<file path="src/rtl/instr_mem_pipe.sv">
`default_nettype none
// ============================================================================
//  Module      : instr_mem_pipe
//  Description : Clocked instruction memory with a registered read pipeline
//                (RD_LAT = 1 or 2) and a valid/ready fetch/return handshake
//                with stall and flush. A load port writes words at run time.
//                Optional macro INSTR_MEM_PARITY_EN adds a per-word even
//                parity bit and the par_err output.
//  Revision    : 1.0 - initial release
// ============================================================================
module instr_mem_pipe #(
  parameter int                 DATA_W    = 16,
  parameter int                 ADDR_W    = 8,
  parameter int                 DEPTH     = 256,
  parameter int                 RD_LAT    = 1,
  parameter logic [DATA_W-1:0]  HALT_WORD = 16'hF000
) (
  input  logic              clk,
  input  logic              rst,
  input  logic              fetch_req,
  input  logic [ADDR_W-1:0] fetch_addr,
  output logic              fetch_ready,
  output logic              out_valid,
  input  logic              out_ready,
  output logic [DATA_W-1:0] out_instr,
  output logic [ADDR_W-1:0] out_pc,
  output logic              out_oob,
`ifdef INSTR_MEM_PARITY_EN
  output logic              par_err,
`endif
  input  logic              flush,
  input  logic              ld_en,
  input  logic [ADDR_W-1:0] ld_addr,
  input  logic [DATA_W-1:0] ld_data
);

  // Index width of the implemented array; DEPTH never exceeds 2**ADDR_W.
  localparam int                c_IDX_W   = (DEPTH > 1) ? $clog2(DEPTH) : 1;
  localparam logic [ADDR_W:0]   c_DEPTH_X = (ADDR_W + 1)'(DEPTH);
`ifdef INSTR_MEM_PARITY_EN
  localparam int                c_MEM_W   = DATA_W + 1;
  localparam logic [c_MEM_W-1:0] c_FILL   = {^HALT_WORD, HALT_WORD};
`else
  localparam int                c_MEM_W   = DATA_W;
  localparam logic [c_MEM_W-1:0] c_FILL   = HALT_WORD;
`endif

  // Storage is filled at power-up only; rst never touches it.
  logic [c_MEM_W-1:0] r_mem [DEPTH] = '{default: c_FILL};

  // Pipeline stages; index RD_LAT-1 is the output register.
  logic              r_vld   [RD_LAT];
  logic [DATA_W-1:0] r_instr [RD_LAT];
  logic [ADDR_W-1:0] r_pc    [RD_LAT];
  logic              r_oob   [RD_LAT];
  logic              r_perr  [RD_LAT];

  logic              w_adv;
  logic              w_accept;
  logic              w_fetch_in;
  logic              w_ld_in;
  logic              w_bypass;
  logic [c_MEM_W-1:0] w_rd_word;
  logic [DATA_W-1:0] w_instr0;
  logic              w_perr0;

  // Handshake: the whole pipeline moves whenever the output slot is free.
  assign w_adv       = !out_valid || out_ready;
  assign fetch_ready = w_adv;
  assign w_accept    = fetch_req && w_adv && !flush;

  // Read path: range check, write-first bypass, and parity recheck.
  always_comb begin
    w_fetch_in = ({1'b0, fetch_addr} < c_DEPTH_X);
    w_ld_in    = ({1'b0, ld_addr} < c_DEPTH_X);
    w_bypass   = ld_en && w_ld_in && (ld_addr == fetch_addr);
    w_rd_word  = r_mem[fetch_addr[c_IDX_W-1:0]];
    w_instr0   = HALT_WORD;
    w_perr0    = 1'b0;
    if (w_fetch_in) begin
      if (w_bypass) begin
        w_instr0 = ld_data;
      end else begin
        w_instr0 = w_rd_word[DATA_W-1:0];
        // Stored parity makes the whole word even; odd means corruption.
        w_perr0  = ^w_rd_word;
      end
    end
  end

  // Load port: writes every cycle it is enabled, out-of-range ignored.
  always_ff @(posedge clk) begin
    if (ld_en && w_ld_in) begin
`ifdef INSTR_MEM_PARITY_EN
      r_mem[ld_addr[c_IDX_W-1:0]] <= {^ld_data, ld_data};
`else
      r_mem[ld_addr[c_IDX_W-1:0]] <= ld_data;
`endif
    end
  end

  // Pipeline registers: flush beats stall, all stages move or hold together.
  always_ff @(posedge clk or posedge rst) begin
    if (rst) begin
      for (int i = 0; i < RD_LAT; i++) begin
        r_vld[i]   <= 1'b0;
        r_instr[i] <= '0;
        r_pc[i]    <= '0;
        r_oob[i]   <= 1'b0;
        r_perr[i]  <= 1'b0;
      end
    end else if (flush) begin
      for (int i = 0; i < RD_LAT; i++) begin
        r_vld[i] <= 1'b0;
      end
    end else if (w_adv) begin
      r_vld[0]   <= w_accept;
      r_instr[0] <= w_instr0;
      r_pc[0]    <= fetch_addr;
      r_oob[0]   <= !w_fetch_in;
      r_perr[0]  <= w_perr0;
      for (int i = 1; i < RD_LAT; i++) begin
        r_vld[i]   <= r_vld[i-1];
        r_instr[i] <= r_instr[i-1];
        r_pc[i]    <= r_pc[i-1];
        r_oob[i]   <= r_oob[i-1];
        r_perr[i]  <= r_perr[i-1];
      end
    end
  end

  assign out_valid = r_vld[RD_LAT-1];
  assign out_instr = r_instr[RD_LAT-1];
  assign out_pc    = r_pc[RD_LAT-1];
  assign out_oob   = r_oob[RD_LAT-1];
`ifdef INSTR_MEM_PARITY_EN
  assign par_err   = r_perr[RD_LAT-1];
`endif

endmodule
`default_nettype wire

</file>
<file path="config.mk">
export PLATFORM = sky130hd
export DESIGN_NAME = instr_mem_pipe
export DESIGN_NICKNAME = d
export VERILOG_FILES = /design/src/rtl/instr_mem_pipe.sv
export SDC_FILE = /design/constraint.sdc
export NUM_CORES = 2
export LEC_CHECK = 0
export CORE_ASPECT_RATIO = 1.2
export CORE_MARGIN = 4
export CORE_UTILIZATION = 30
export CTS_CLUSTER_DIAMETER = 120
export DETAILED_ROUTE_END_ITERATION = 16
export GPL_TIMING_DRIVEN = 0
export SETUP_SLACK_MARGIN = 0.1
export SLEW_MARGIN = 40
export SYNTH_ARGS = -nofsm -noshare
export SYNTH_HDL_FRONTEND = slang
export SYNTH_SLANG_ARGS = --single-unit
</file>
<file path="constraint.sdc">
create_clock -name clk -period 2.9 [get_ports clk]
set_clock_uncertainty 0.2 [all_clocks]
set_input_delay 0.435 -clock clk [delete_from_list [all_inputs] [get_ports clk]]
set_output_delay 0.435 -clock clk [all_outputs]
set_load 0.02 [all_outputs]
</file>
Yosys cells after proc, flatten, opt, wreduce, memory -nomap -nowiden
Memory sizes are Yosys's and may differ from the RTL's. A register that Yosys moved wholly into a read port is not among the register bits.
Index checks and enable logic that the tools add are counted.
{ "classes": {"n_bitwise": 1, "reduce_logical": 7, "mux": 4} }
{ "op_table": {"columns": ["cell", "count"], "rows": [
  ["two-way mux 1 bit", 4],
  ["logical AND 1 bit", 2],
  ["zero test 1 bit", 2],
  ["AND reduction 2 bit", 1],
  ["nonzero test 2 bit", 1],
  ["logical OR 1 bit", 1],
  ["inverter 1 bit", 1]
]} }
{ "totals": {"output_inout_bits": 27, "register_bits": 9, "memories": 1, "ram_bits": 4096, "word_cells": 15, "input_bits": 38} }
{ "mem_list": {"columns": ["memory", "words", "word_bits", "read_ports", "rd_clocked_by_memory_dff", "wr", "line", "text"], "rows": [
  ["r_mem", 256, 16, 1, 1, 1, "49", "logic [c_MEM_W-1:0] r_mem [DEPTH] = '{default: c_FILL};"]
]} }

Depth between registers and ports, before layout
{ "logic_depth": {"ltp_word": 6, "mapped_depth": 14, "ltp_nobuf": 7} }

Worst setup path after synthesis
Ideal clock, no wire load.
{ "synth_path": {"path_kind": "input to register", "start": "input port fetch_addr[1]", "end": "register r_instr (netlist bit out_instr[0]) (read register of r_mem)", "setup_slack_ps": 78, "path_stages": 12, "setup_ps": 132, "n_path_buf": 5, "required_time_ps": 2568, "arrival_ps": 2491, "cell_sequence": "buf_4 > buf_6 > buf_2 > buf_2 > buf_1 > mux4_2 > mux2i_1 > nor2_1 > nor4_1 > o311ai_1 > o2111ai_1 > nand3_1"} }
{ "synth_rtl": {"columns": ["item", "line", "text"], "rows": [
  ["start: declaration", "21", "input logic [ADDR_W-1:0] fetch_addr,"],
  ["end: declaration", "53", "logic [DATA_W-1:0] r_instr [RD_LAT];"]
]} }

Final worst setup path
{ "layout_path": {"start": "input port ld_addr[5]", "end": "memory r_mem[146][3] (netlist name), enable pin"} }
{ "layout_rtl": {"columns": ["item", "line", "text"], "rows": [
  ["start: declaration", "33", "input logic [ADDR_W-1:0] ld_addr,"],
  ["end: declaration", "49", null]
]} }
No word-level cell before the write port.

==> out/qor_table.md <==
| Metric | This run |
|---|---|
| Result of the run | finished, violations left |
| Violations in the final reports | DRC, setup timing |
| DRC | 6 |
| Most instantiated library cell after synthesis | sky130_fd_sc_hd__edfxtp_1 |
| Total global-route track usage | 0.1710 |
| Worst setup path startpoint | ld_addr[5] |
| Largest vdd supply drop | 0.0005071 V |
| Worst Slack Setup Final | -0.09666 ns |
| CP endpoint kind | flop |
| Count of state elements after synthesis | 4121 |
| Initial antenna violation count | 25 |
| Type of the worst setup path | primary input to flop |
| CP required | 3.29 ns |
| Worst slew pin tran | 0.9644 ns |
| Number of buffers on the longest clock path | 4 |
| Post-synthesis cell count | 6981 |
| Clock tree from TritonCTS | yes |
| Worst hold path type | primary input to asynchronous set/reset pin |
| Number of rows in the core area | 291 |
| Global-route wire length before repair | 650.7 mm |
| Level count of the clock H-tree | 5 |
| Initial Util | 0.3014 |
| Most used flip-flop cell after synthesis | sky130_fd_sc_hd__edfxtp_1 |
| Minimum setup slack after placement | -2.690 ns |
| Number of optimization iterations in the first detailed-route pass | 14 |
| Syn Nets | 7019 |
| Mean Syn Cell Area | 22.62 µm² |
| Period utilization | 1.033 |
| Area growth from synthesis to layout | 20.36% |
| Most instantiated cells after synthesis | sky130_fd_sc_hd__edfxtp_1, sky130_fd_sc_hd__mux4_2, sky130_fd_sc_hd__nor2_1 |
| Routability-driven placement congestion ratio | 0.9518 |
| Post-layout net count | 7802 |
| Worst setup SP type | primary input |
| Number of enable-type register cells in the synthesized netlist | 4096 |
| Share of the synthesized area in the top cell type | 0.7789 |
| Post-detailed-route wirelength per cell | 31.70 µm |
| Drt initial violations | 9944 |
| Count of final setup violators | 318 |
| WL met1 | 161.4 mm |
| Fraction of layout instances using a drive strength above 1 | 0.3518 |
| Smallest hold slack | 0.1093 ns |
| Insertion delay of the later-clocked pin in the worst-skew pair | 0.99 ns |
| Met2 wire length | 237.7 mm |
| Total congestion overflow | 0 |
| Post-synth ARST share | 0.006066 |
| Arrival time worst endpoint | 3.39 ns |
| Die Ht | 802.7 µm |
| Via-to-Cell Ratio | 5.298 |
| Root buf cell | sky130_fd_sc_hd__clkbuf_16 |
| Core area | 523900 µm² |
| Maximum fanout along the worst path | 16 |
| Static leakage | 57.79 nW |
| Number of buffers added by the clock tree synthesis step | 375 |
| Die Area | 538100 µm² |
| Detail Placement HPWL | 325.5 mm |
| Max capacitance violation total | 0 |
| Post-layout utilization of the core | 0.3627 |
| Vias in the first global route | 80170 |
| Uppermost layer routed | met5 |
| Warnings, synthesis | 0 |
| Number of pins exceeding their max-slew limit in the final report | 0 |
| Final hold vios | 0 |
| Antenna Nets Post-Route | 0 |
| Count of different cell masters after synthesis | 53 |
| Total via count after detailed routing | 79270 |
| Final routed wirelength across all metal layers | 474.4 mm |
| Setup repair after global routing missed its margin | true |
| Shortest period the worst path allows | 2.997 ns |
| I/O Buffers | 53 |
| Post-synthesis instance area | 157900 µm² |
| Num Clock Sinks | 4121 |
| Part of the Yosys area used for sequential elements | 0.7829 |
| Largest cells by area after synthesis | sky130_fd_sc_hd__edfxtp_1, sky130_fd_sc_hd__mux4_2, sky130_fd_sc_hd__o22ai_1 |
| Cell taking the most area after synthesis | sky130_fd_sc_hd__edfxtp_1 |
| Origin of the critical flop-to-flop path | r_mem[130][2] |
| Met3 WL | 39.28 mm |
| Worst-case register-to-register setup slack | 0.10 ns |
| Maximum clock frequency | 0.3337 GHz |
| Tightest slew margin relative to the limit | 0.3532 |
| Clock transition at the registers of the reported paths | 0.06 ns |
| Post-layout power | 123.6 mW |
| Pwr Density | 650.2 nW/µm² |
| Largest net degree at the start of global routing | 107 |
| X dimension of the die | 670.3 µm |
| Num ports | 65 |
## timing repair
| action | CTS | global route |
|---|---|---|
| resized for setup | 521 | 132 |
| hold buffers | 20 | 0 |
| pin swaps | 67 | 26 |
| cloned | 1 | 0 |
| endpoints found under the hold margin | 1577 | 0 |
| setup buffers | 117 | 39 |
| endpoints found under the setup margin | 4105 | 509 |
## through the flow
step | cells | TNS [ns] | area (µm²)
2_1_floorplan | 6981 | 0 | 157900
3_5_place_dp | 14100 | -7221.78 | 173200
4_1_cts | 14920 | 0 | 189100
6_report | 14960 | -13.20 | 190000
3_3_place_gp | 13920 | - | 167100
5_1_grt | 14960 | -0.1059 | 190000
## state kept, by name (all words and copies together), names as in the netlist
signal     cells
out_pc         8
r_mem       4096
out_valid      1
out_instr     16
## routing by layer
metal  track usage  up-vias
met1        0.1958    42560
met2        0.2922     4322
met4        0.1100       16
met5             0        -
met3       0.03406     1058
li1              -    31310
## final timing paths
kind,cells past startpoint,endpoint
worst min-delay path,3,out_valid
max in group asynchronous,4,out_instr[0]
worst max-delay path,5,r_mem[146][3]
min in group clk,2,r_mem[250][11]
worst min register to register,2,out_pc[5]
worst max register to register,6,out_instr[2]
## where the power goes
| part | switching (mW) | internal [mW] |
|---|---|---|
| clock | 22.4 | 27.5 |
| sequential | 0.134 | 65.6 |
| combinational | 5.12 | 2.80 |
## layout make-up
class / count / area (µm²)
fillers: 46680 / 333900
flip-flops and latches: 4121 / 123600
multi-input cells: 2433 / 35070
clock buffers: 450 / 9729
well taps: 6885 / 8615
repair buffers: 409 / 6543
plain buffers: 416 / 3965
clock inverters: 231 / 2444
inverters: 8 / 33.78
diodes: 10 / 25.02
## worst max-delay path, cell delays in order
cell and delay (ns):
sky130_fd_sc_hd__clkbuf_2 0.36, sky130_fd_sc_hd__nor2b_2 0.66, sky130_fd_sc_hd__nand3_1 0.65, sky130_fd_sc_hd__clkbuf_2 0.61, sky130_fd_sc_hd__nor2_4 0.61
## cell families (layout without fill, tap and decap cells)
group	Yosys count	after routing	synth area share
AO/OA/AOI/OAI	457	457	0.01955
XOR/XNOR	8	8	0.0004438
buffers and inverters	427	1514	0.01593
flip-flops	4121	4121	0.7829
multiplexers	1188	1188	0.1594
other	1	11	0.00002375
AND/OR/NAND/NOR	779	779	0.02171
## placed cells by master (no fill, tap or decap), drive strengths merged, types with 17 or more instances in the layout
| cell type | n |
|---|---|
| nor4 | 17 |
| clkinvlp | 29 |
| clkbuf | 621 |
| a22oi | 34 |
| o21ai | 35 |
| mux2i | 76 |
| nor2 | 360 |
| or3 | 32 |
| bufinv | 37 |
| mux4 | 1054 |
| nor2b | 32 |
| a32oi | 30 |
| dfrtp | 25 |
| clkdlybuf4s50 | 24 |
| nor3 | 54 |
| mux2 | 58 |
| edfxtp | 4096 |
| o22ai | 233 |
| dlygate4sd3 | 20 |
| nand3 | 88 |
| inv | 23 |
| a21oi | 34 |
| buf | 597 |
| a211oi | 22 |
| nand2 | 157 |
| clkinv | 150 |
Note: power is estimated with default switching activity, not from simulation.
==> variant: new RTL, config.mk and constraints unchanged <==
The parameter `RD_LAT` goes from 1 to 2. Comments in the files are not updated.
--- a/src/rtl/instr_mem_pipe.sv
+++ b/src/rtl/instr_mem_pipe.sv
@@ -13,5 +13,5 @@
   parameter int                 ADDR_W    = 8,
   parameter int                 DEPTH     = 256,
-  parameter int                 RD_LAT    = 1,
+  parameter int                 RD_LAT    = 2,
   parameter logic [DATA_W-1:0]  HALT_WORD = 16'hF000
 ) (
Function: not settled (the Yosys comparison gave no result); the edit may change what the design does.
==> variant against the unedited design <==
The flow finishes with violations (setup timing); worst setup slack got worse by 0.079 ns; sequential cell count rose by 25; non-clock buffer count rose by 61; wire length rose by 9.7%; power rose by 3.2%; final area rose by 2.2%; area after synthesis rose by 1.2%; combinational power rose by 3.0%; cell count rose by 6.6%.
==> variant: results (changes against the unedited design) <==
* Status: finished with violations (unchanged)
* Failing checks: setup timing (was DRC, setup timing)
* FF-to-FF End: r_instr[16] (was out_instr[2])
* Drt initial violations at 11900 (was 9944)
* Layout cells sized above 1 at 0.299 (was 0.352)
* Slowest cell on crit path: nor2b_1 (was nor2b_2)
* RD Place Congestion at 0.948 (was 0.952)
* Met1 usage at 0.224 (was 0.196)
* Worst r2r src: out_valid (was r_mem[130][2])
* Placed Area at 0.177 sq mm (was 0.173 sq mm)
* Mapped Nets at 7749 (was 7019)
* Synth unique cells at 54 (was 53)
* Placed Cells at 15100 (was 14100)
* Mux contribution to synthesized area at 0.146 (was 0.159)
* Drt pass-1 iters at 6 (was 14)
* Commonest cells in the synthesized netlist: edfxtp_1, mux2i_1, mux4_2, a22oi_1, nor2_1 (was edfxtp_1, mux4_2, nor2_1, o22ai_1, clkbuf_1)
* Hpwl dp at 366000 microns (was 325000 microns)
* Post-synth ARST share at 0.0121 (was 0.00607)
* Leakage power total at 61.5 nW (was 57.8 nW)
* Total negative slack at -33.81 ns (was -13.20 ns)
* Register area share after synthesis at 0.778 (was 0.783)
* # setup viols final at 398 (was 318)
* R2r worst-path depth at 9 (was 6)
* Synth area leaders: edfxtp_1, mux4_2, mux2i_1 (was edfxtp_1, mux4_2, o22ai_1)
* FF+latch count, synth at 4146 (was 4121)
* Power Total at 128 mW (was 124 mW)
* CP Capture Point: r_mem[109][10] (was r_mem[146][3])
* Worst setup margin at -0.176 ns (was -0.0967 ns)
* Flop-to-flop setup slack at 0.12 ns (was 0.10 ns)
* Crit path arrival time at 3.47 ns (was 3.39 ns)
* Worst VDD drop at 0.494 mV (was 0.507 mV)
* Vias at 85300 (was 79300)
* Routed length on met2 at 244000 microns (was 238000 microns)
* CP peak stage delay at 0.70 ns (was 0.66 ns)
* CTS Buf Count at 406 (was 375)
* Area Growth Syn to Fin at 21.6% (was 20.4%)
* Syn_area_per_cell at 20.7 sq um (was 22.6 sq um)
* First-pass GRT wire length at 704000 microns (was 651000 microns)
* WL/cell at 32.6 microns (was 31.7 microns)
* XOR/XNOR share of the synthesized area at 0.000439 (was 0.000444)
* Met1 Routed Length at 184000 microns (was 161000 microns)
* P_comb at 8.16 mW (was 7.92 mW)
* Met3 Use GR at 0.0434 (was 0.0341)
* Global Route met2 Usage at 0.297 (was 0.292)
* Compound-gate portion of the synthesized area at 0.0376 (was 0.0195)
* Sw Share at 0.224 (about the same)
* Fillers at 48100 (was 46700)
* Sequential Power at 66.3 mW (was 65.8 mW)
* Hold_ws at 0.146 ns (was 0.109 ns)
* Average vias per placed instance at 5.34 (was 5.30)
[variant: cell types whose count changed after synthesis, moves of 30 or more]
cell	before	now
a31oi_1	1	36
buf_4	57	94
o22ai_1	233	159
buf_2	91	148
o31ai_1	0	47
or3_1	32	2
mux4_2	1048	664
mux2i_1	76	779
nor2_1	359	305
a22oi_1	34	398
[variant: kinds of logic after synthesis]
group	Yosys count
flops	4146
mux	1501
compound gates	836
simple gates	718
buf+inv	501
xor+xnor	8
other cells	1
[variant: cell type report]
class,instances,area share
sequential,4146,0.640
multi-input combinational,3064,0.190
clock buffer,475,0.0542
tap,7080,0.0456
timing repair buffer,392,0.0359
buffer,494,0.0197
clock inverter,276,0.0145
antenna,19,0.000245
inverter,7,0.000174
[variant: what timing repair did]
action / in CTS / in global routing
resized for setup: 596 / 96
cloned: 4 / 0
hold endpoints to repair: 1997 / 0
hold buffers: 21 / 0
endpoints found under the setup margin: 3387 / 893
buffers inserted: 43 / 8
pin swaps: 79 / 26
